`src/rtl/fft_pkg.sv`:
```
// Shared FFT sample types: block/address types, read-engine states and CCI-P channel 0 structures.
package fft_pkg;

    localparam int RD_DEPTH_DEFAULT = 8;

    typedef logic [63:0]  t_hc_address;
    typedef logic [511:0] t_block;
    typedef logic [5:0]   t_rd_tag;
    typedef logic [26:0]  t_rd_line_cnt;

    typedef enum logic [1:0] {
        S_RD_IDLE,
        S_RD_FETCH,
        S_RD_WAIT,
        S_RD_FINISH
    } t_rd_state;

    typedef logic [57:0] t_ccip_clAddr;
    typedef logic [15:0] t_ccip_mdata;

    typedef enum logic [1:0] {
        eVC_VA  = 2'd0,
        eVC_VL0 = 2'd1,
        eVC_VH0 = 2'd2,
        eVC_VH1 = 2'd3
    } t_ccip_vc;

    typedef enum logic [1:0] {
        eCL_LEN_1 = 2'd0,
        eCL_LEN_2 = 2'd1,
        eCL_LEN_4 = 2'd3
    } t_ccip_clLen;

    typedef enum logic [3:0] {
        eREQ_RDLINE_I = 4'h0,
        eREQ_RDLINE_S = 4'h1
    } t_ccip_c0_req;

    typedef enum logic [3:0] {
        eRSP_RDLINE = 4'h0,
        eRSP_UMSG   = 4'h4
    } t_ccip_c0_rsp;

    typedef struct packed {
        t_ccip_vc     vc_sel;
        logic [1:0]   rsvd1;
        t_ccip_clLen  cl_len;
        t_ccip_c0_req req_type;
        logic [5:0]   rsvd0;
        t_ccip_clAddr address;
        t_ccip_mdata  mdata;
    } t_ccip_c0_ReqMemHdr;

    typedef struct packed {
        t_ccip_vc     vc_used;
        logic         rsvd1;
        logic         hit_miss;
        logic [1:0]   rsvd0;
        logic [1:0]   cl_num;
        t_ccip_c0_rsp resp_type;
        t_ccip_mdata  mdata;
    } t_ccip_c0_RspMemHdr;

    typedef struct packed {
        t_ccip_c0_ReqMemHdr hdr;
        logic               valid;
    } t_if_ccip_c0_Tx;

    typedef struct packed {
        t_ccip_c0_RspMemHdr hdr;
        t_block             data;
        logic               rspValid;
        logic               mmioRdValid;
        logic               mmioWrValid;
    } t_if_ccip_c0_Rx;

    // Whole cache lines covering size_bytes; a partial tail counts as a full line.
    function automatic t_rd_line_cnt rd_line_count(input logic [31:0] size_bytes);
        return t_rd_line_cnt'(({1'b0, size_bytes} + 33'd63) >> 6);
    endfunction

endpackage

```
`src/rtl/fft_rd_engine_if.sv`:
```
// In-order cache-line stream from the read engine to the FFT datapath.
interface fft_rd_engine_if;
    logic             valid;
    fft_pkg::t_block  data;
    logic             last;
    logic             ready;

    modport master (output valid, data, last, input ready);
    modport slave  (input valid, data, last, output ready);
endinterface

```
`src/rtl/fft_rd_engine_rob.sv`:
```
// Reorder buffer for the read engine: slot storage, pending/filled tracking and the in-order pop port.
module fft_rd_rob
    import fft_pkg::*;
#(
    parameter int RD_DEPTH = RD_DEPTH_DEFAULT
) (
    input  logic                        clk,
    input  logic                        reset,
    input  logic                        clear,
    input  logic                        issue,
    input  logic [$clog2(RD_DEPTH)-1:0] issue_slot,
    input  logic                        rsp_valid,
    input  t_rd_tag                     rsp_tag,
    input  t_block                      rsp_data,
    output logic                        head_valid,
    output t_block                      head_data,
    input  logic                        head_ready,
    output logic                        pop
);

    localparam int IDX_W = $clog2(RD_DEPTH);

    t_block              slot_q [RD_DEPTH];
    logic [RD_DEPTH-1:0] pending_q;
    logic [RD_DEPTH-1:0] filled_q;
    logic [IDX_W-1:0]    head_q;
    logic [IDX_W-1:0]    fill_slot;
    logic                fill;

    // Tags outside the window can never be pending, so they are dropped here too.
    assign fill_slot  = rsp_tag[IDX_W-1:0];
    assign fill       = rsp_valid && (int'(rsp_tag) < RD_DEPTH) && pending_q[fill_slot];

    assign head_valid = filled_q[head_q];
    assign head_data  = slot_q[head_q];
    assign pop        = head_valid && head_ready;

    always_ff @(posedge clk) begin
        if (reset) begin
            pending_q <= '0;
            filled_q  <= '0;
            head_q    <= '0;
        end else begin
            if (clear) begin
                head_q <= '0;
            end else if (pop) begin
                head_q <= head_q + IDX_W'(1);
            end
            for (int i = 0; i < RD_DEPTH; i++) begin
                if (issue && issue_slot == IDX_W'(i)) begin
                    pending_q[i] <= 1'b1;
                end else if (fill && fill_slot == IDX_W'(i)) begin
                    pending_q[i] <= 1'b0;
                end
                if (fill && fill_slot == IDX_W'(i)) begin
                    filled_q[i] <= 1'b1;
                end else if (pop && head_q == IDX_W'(i)) begin
                    filled_q[i] <= 1'b0;
                end
            end
        end
    end

    always_ff @(posedge clk) begin
        if (fill) begin
            slot_q[fill_slot] <= rsp_data;
        end
    end

endmodule

```
`src/rtl/fft_rd_engine.sv`:
```
// FFT source read engine: fetches the buffer as cache lines on CCI-P c0 and streams them in address order.
//   state       | meaning
//   S_RD_IDLE   | waiting for start
//   S_RD_FETCH  | issuing line reads within the reorder window
//   S_RD_WAIT   | all reads issued, draining lines to the consumer
//   S_RD_FINISH | transfer complete, done pulse follows
module fft_rd_engine
    import fft_pkg::*;
#(
    parameter int RD_DEPTH = RD_DEPTH_DEFAULT
) (
    input  logic             clk,
    input  logic             reset,
    input  logic             start,
    input  t_hc_address      buf_addr,
    input  logic [31:0]      buf_size,
    input  logic             c0_almfull,
    input  t_if_ccip_c0_Rx   rx_c0,
    output t_if_ccip_c0_Tx   tx_c0,
    fft_rd_engine_if.master  blk,
    output logic             busy,
    output logic             done
);

    localparam int IDX_W = $clog2(RD_DEPTH);

    t_rd_state          state_q, state_d;
    t_rd_line_cnt       lines_q, issued_q, delivered_q;
    t_rd_line_cnt       in_flight, new_lines;
    t_ccip_clAddr       base_q;
    t_ccip_c0_ReqMemHdr req_hdr;
    t_block             head_data;
    logic               almfull_q;
    logic               issue, last_issue, accept_start;
    logic               rsp_valid, head_valid, pop;
    logic               unused_ok;

    assign new_lines  = rd_line_count(buf_size);
    assign in_flight  = issued_q - delivered_q;
    assign issue      = (state_q == S_RD_FETCH) && (issued_q < lines_q)
                        && (in_flight < t_rd_line_cnt'(RD_DEPTH)) && !almfull_q;
    assign last_issue = issue && (issued_q == lines_q - t_rd_line_cnt'(1));
    assign rsp_valid  = rx_c0.rspValid && (rx_c0.hdr.resp_type == eRSP_RDLINE);

    assign unused_ok  = ^{buf_addr[5:0], rx_c0.hdr.vc_used, rx_c0.hdr.rsvd1, rx_c0.hdr.hit_miss,
                          rx_c0.hdr.rsvd0, rx_c0.hdr.cl_num, rx_c0.hdr.mdata[15:6],
                          rx_c0.mmioRdValid, rx_c0.mmioWrValid};

    always_comb begin
        state_d      = state_q;
        accept_start = 1'b0;
        busy         = (state_q != S_RD_IDLE);
        case (state_q)
            S_RD_IDLE: begin
                if (start) begin
                    accept_start = 1'b1;
                    state_d      = (new_lines == '0) ? S_RD_FINISH : S_RD_FETCH;
                end
            end
            S_RD_FETCH: begin
                if (last_issue) begin
                    state_d = S_RD_WAIT;
                end
            end
            S_RD_WAIT: begin
                if (delivered_q == lines_q) begin
                    state_d = S_RD_FINISH;
                end
            end
            S_RD_FINISH: begin
                state_d = S_RD_IDLE;
            end
            default: begin
                state_d = S_RD_IDLE;
            end
        endcase
    end

    always_comb begin
        req_hdr          = '0;
        req_hdr.vc_sel   = eVC_VA;
        req_hdr.cl_len   = eCL_LEN_1;
        req_hdr.req_type = eREQ_RDLINE_I;
        req_hdr.address  = base_q + t_ccip_clAddr'(issued_q);
        req_hdr.mdata    = t_ccip_mdata'(issued_q[IDX_W-1:0]);
    end

    always_ff @(posedge clk) begin
        if (reset) begin
            state_q     <= S_RD_IDLE;
            lines_q     <= '0;
            issued_q    <= '0;
            delivered_q <= '0;
            base_q      <= '0;
            almfull_q   <= 1'b0;
            tx_c0       <= '0;
            done        <= 1'b0;
        end else begin
            state_q   <= state_d;
            almfull_q <= c0_almfull;
            done      <= (state_q == S_RD_FINISH);
            if (accept_start) begin
                lines_q     <= new_lines;
                base_q      <= buf_addr[63:6];
                issued_q    <= '0;
                delivered_q <= '0;
            end else begin
                if (issue) begin
                    issued_q <= issued_q + t_rd_line_cnt'(1);
                end
                if (pop) begin
                    delivered_q <= delivered_q + t_rd_line_cnt'(1);
                end
            end
            tx_c0.valid <= issue;
            if (issue) begin
                tx_c0.hdr <= req_hdr;
            end
        end
    end

    fft_rd_rob #(
        .RD_DEPTH (RD_DEPTH)
    ) u_rob (
        .clk        (clk),
        .reset      (reset),
        .clear      (accept_start),
        .issue      (issue),
        .issue_slot (issued_q[IDX_W-1:0]),
        .rsp_valid  (rsp_valid),
        .rsp_tag    (rx_c0.hdr.mdata[5:0]),
        .rsp_data   (rx_c0.data),
        .head_valid (head_valid),
        .head_data  (head_data),
        .head_ready (blk.ready),
        .pop        (pop)
    );

    assign blk.valid = head_valid;
    assign blk.data  = head_data;
    assign blk.last  = (delivered_q == lines_q - t_rd_line_cnt'(1));

endmodule

```
`src/flat_wrapper.sv`:
```
// flat-port wrapper written by rule: the top's interface ports become plain ports
module fft_rd_engine_flat import fft_pkg::*;
#(
    parameter int RD_DEPTH = RD_DEPTH_DEFAULT
)
  (clk, reset, start, buf_addr, buf_size, c0_almfull, rx_c0, tx_c0, busy, done, blk_valid, blk_data, blk_last, blk_ready);
  fft_rd_engine_if blk_i ();
  input  logic clk;
  input  logic reset;
  input  logic start;
  input  t_hc_address buf_addr;
  input  logic [31:0] buf_size;
  input  logic c0_almfull;
  input  t_if_ccip_c0_Rx rx_c0;
  output t_if_ccip_c0_Tx tx_c0;
  output logic busy;
  output logic done;
  output wire logic [$bits(blk_i.valid)-1:0] blk_valid;
  output wire logic [$bits(blk_i.data)-1:0] blk_data;
  output wire logic [$bits(blk_i.last)-1:0] blk_last;
  input wire logic [$bits(blk_i.ready)-1:0] blk_ready;
  assign blk_valid = blk_i.valid;
  assign blk_data = blk_i.data;
  assign blk_last = blk_i.last;
  assign blk_i.ready = blk_ready;
  fft_rd_engine #(.RD_DEPTH(RD_DEPTH)) u_core (.clk(clk), .reset(reset), .start(start), .buf_addr(buf_addr), .buf_size(buf_size), .c0_almfull(c0_almfull), .rx_c0(rx_c0), .tx_c0(tx_c0), .blk(blk_i), .busy(busy), .done(done));
endmodule
```
`config.mk`:
```
export PLATFORM = sky130hd
export DESIGN_NAME = fft_rd_engine_flat
export DESIGN_NICKNAME = d
export VERILOG_FILES = /design/src/rtl/fft_pkg.sv /design/src/rtl/fft_rd_engine_if.sv /design/src/rtl/fft_rd_engine_rob.sv /design/src/rtl/fft_rd_engine.sv /design/src/flat_wrapper.sv
export SDC_FILE = /design/constraint.sdc
export NUM_CORES = 2
export LEC_CHECK = 0
export BUFFER_PORTS_ARGS = -buffer_cell sky130_fd_sc_hd__buf_2
export CAP_MARGIN = 25
export CORE_UTILIZATION = 60
export CTS_CLUSTER_DIAMETER = 100
export CTS_CLUSTER_SIZE = 30
export DETAILED_ROUTE_END_ITERATION = 12
export PLACE_DENSITY = 0.79
export SETUP_SLACK_MARGIN = 0.4
export SKIP_LAST_GASP = 1
export SYNTH_ARGS = -nofsm -noshare
export SYNTH_HDL_FRONTEND = slang
export SYNTH_HIERARCHICAL = 1
export SYNTH_SLANG_ARGS = --single-unit
```
`constraint.sdc`:
```
create_clock -name clk -period 14.7 [get_ports clk]
set_input_delay 1.47 -clock clk [delete_from_list [all_inputs] [get_ports clk]]
set_output_delay 1.47 -clock clk [all_outputs]
set_load 0.01 [all_outputs]
```
==> results.cfg <==
[outcome]
outcome = completed

[pwr]
p_per_area_nw_per_um2 = 109
leakage_nw = 57.6
ir_drop_uv = 125
power_mw = 20.2

[sta]
final.min_clock_period_ps = 6950
slew_headroom = 0.233
finClkSkew_ps = 76.1
setup_viol = 0
slew_viol_final = 0
finalSetupTns_ps = 0
rsz0062_at_grt = no
worst_pin_slew_ps = 1150
period_share = 0.473
max_freq_ghz = 0.144
hold_viol = 0

[synth]
synth.ff_latch_count = 4323
syn_area_um2 = 170000
yosys.area_share.simple = 0.0251
synth_ff_type = edfxtp_1
synthAdderAreaFrac = 0.00698
ys_seq_area_frac = 0.752
synth_top_area_frac = 0.726
synthMuxAreaShare = 0.171
synth_area_leaders = edfxtp_1 (73%), mux4_2 (14%), mux2_2 (3.4%)
ys_types = 96
syn_avg_cell_area_um2 = 21.1
syn_inst = 8043
yosys.area.top_type = edfxtp_1
yosys_warnings = 6
synth_top_family_by_area = multiplexers
synthXorXnorAreaFrac = 0.00894
synth-edff-count = 4096
async_flop_share = 0
synth_compound_area_frac = 0.0197

[clock_network]
worstSkewPairLatency_ps = 920
clock_sink_count = 4323
cts_tree = yes
cts_hold_buf = 0
clk_path_buf_depth = 4
post_cts_buffers = 0
h-tree-depth = 4
cts_root_buf = clkbuf_16
cts_buffers = 172
cts.clk_slew.worst_paths_ps = 100
cts_resized = 0

[setup_path]
cp-end-kind = output pin
cp_slowest_cell = dfxtp_4
ff2ff_path_depth = 11
arrival_ps = 5480
crit_fanout = 118
cpPeakStageDelay_ps = 800
crit_path_frequent_cell = buf_4
critical_path_class = reg2out
crit_chain = buf_4 > buf_4 > buf_12 > mux4_2 > mux2_2 > buf_2
cp_data_required_time_ps = 13230
worst_setup_path_start_kind = flip-flop

[grt]
grt_first_pass_wirelength_um = 569000
grt_max_degree = 140
track_usage = 0.274
grt_pass1_vias = 83590
grt_overflow_total = 0
grt_antenna_before_repair = 209

[routing]
drt_wl_total_um = 396000
drc = 0
vias = 84243
drt_iter0_markers = 9228
ant_nets = 0
wl_per_cell_um = 30.5
avgViaCountPerCell = 6.48
first_pass_iters = 6

[finish]
nFillCells = 17722
instances_no_fill = 13006
fin_util = 0.659
area_delta_synth_final_pct = 8.83
drive_gt1_frac = 0.339
finalNetCount = 9865

[min_path]
hold_class = reg2reg
hold_depth = 2

[floorplan]
start_util = 0.605
io_pins = 1251
rows = 194
core_area_um2 = 280000
dieHeight_um = 534
die_w_um = 534
design.die.area_um2 = 285000

[run]
maxCapViolations = 0

[placed_design]
hpwl_um = 244000
gp_congestion = 0.882
place_inst = 12673
portBuffers = 1195
synthesized netlist by cell type, drive strengths merged, types with 20 or more instances:
| master | instances |
|---|---|
| buf | 206 |
| nor4 | 30 |
| or3 | 32 |
| nor3 | 54 |
| nand3 | 55 |
| o21ai | 69 |
| nand4 | 76 |
| nand2 | 303 |
| mux4 | 1024 |
| a211oi | 66 |
| dfxtp | 227 |
| a21oi | 162 |
| xnor2 | 111 |
| nor2 | 168 |
| edfxtp | 4096 |
| inv | 105 |
| mux2 | 516 |
| and3 | 20 |
| xor2 | 62 |
| clkbuf | 226 |
| ha | 93 |
| a31oi | 28 |
| nor2b | 20 |
logic make-up after synthesis:
| group | Yosys count |
|---|---|
| adders and majority gates | 94 |
| muxes | 1559 |
| other | 1 |
| DFF | 4323 |
| xor gates and xnor gates | 173 |
| and+or+nand+nor | 859 |
| buffers and inverters | 537 |
| AOI/OAI and AO/OA | 497 |
final timing paths:
check | start | to | slack, ps
worst max-delay path | flip-flop | blk_data[4] | 7750
worst min-delay path | u_core/tx_c0[41] | u_core/tx_c0[41] | 460
worst min register to register | u_core/tx_c0[41] | u_core/tx_c0[41] | 460
worst max register to register | u_core/issued_q[13] | u_core/tx_c0[25] | 9630
flip-flops by register name (all words and copies together), names as in the netlist, named ones only:
register                count
u_core/delivered_q         27
u_core/base_q              58
u_core/lines_q             27
u_core/u_rob/head_q         3
u_core/issued_q            27
u_core/almfull_q            1
u_core/u_rob/slot_q      4096
u_core/state_q              2
u_core/u_rob/filled_q       8
u_core/done                 1
u_core/u_rob/pending_q      8
u_core/tx_c0               62
metrics by stage:
step	instance area, µm²	hold WS [ps]	setup WS, ps
global route	184000	476	7260
finish	184000	459	7750
CTS	184000	459	7480
floorplan	170000	432	1390
global placement	179000	445	8150
detailed placement	179000	447	8060
worst max-delay path, delay by kind of cell (launching register included):
| family | cells | cell delay (ps) |
|---|---|---|
| buffers and inverters | 4 | 2390 |
| flip-flops | 1 | 800 |
| multiplexers | 2 | 950 |
cell type report:
| cell class | instances | area (µm²) | share of cell area |
|---|---|---|---|
| Timing Repair Buffer | 1314 | 7270 | 0.0394 |
| Inverter | 105 | 457 | 0.00248 |
| Clock buffer | 188 | 4410 | 0.0239 |
| Multi-Input combinational cell | 3211 | 39500 | 0.214 |
| Sequential cell | 4323 | 128000 | 0.691 |
| Clock inverter | 24 | 374 | 0.00203 |
| Antenna cell | 117 | 293 | 0.00159 |
| Tap cell | 3724 | 4660 | 0.0253 |
power by group:
| part | leakage, nW | switching, mW | internal [mW] |
|---|---|---|---|
| Sequential | 38.6 | 0.0883 | 13.5 |
| Combinational | 16.7 | 0.547 | 0.275 |
| Clock | 2.33 | 3.53 | 2.21 |
metal layers:
| metal | part of all wire | track usage | routed length, µm |
|---|---|---|---|
| met5 | 0.0019 | 0 | 736 |
| met3 | 0.096 | 0.0716 | 37900 |
| met2 | 0.48 | 0.435 | 191000 |
| met4 | 0.047 | 0.120 | 18800 |
| met1 | 0.37 | 0.361 | 147000 |
layout by cell type (no fill, tap or decap), drive strengths merged, types with 13 or more instances in the layout:
cell    instances
buf          1314
nor4           30
nor2          168
nand2         303
clkbuf        188
or3            32
a31oi          28
mux2i          19
conb           29
a211oi         66
xor2           62
nor3           54
ha             93
nor2b          20
and2           14
nand2b         15
edfxtp       4096
nand4          76
a21oi         162
a311oi         17
a21o           19
diode         117
mux4         1024
o21a           14
mux2          516
dfxtp         227
inv           123
xnor2         111
nand3          55
or4            13
o21ai          69
and3           20
Power figures use the tool's default switching activity.
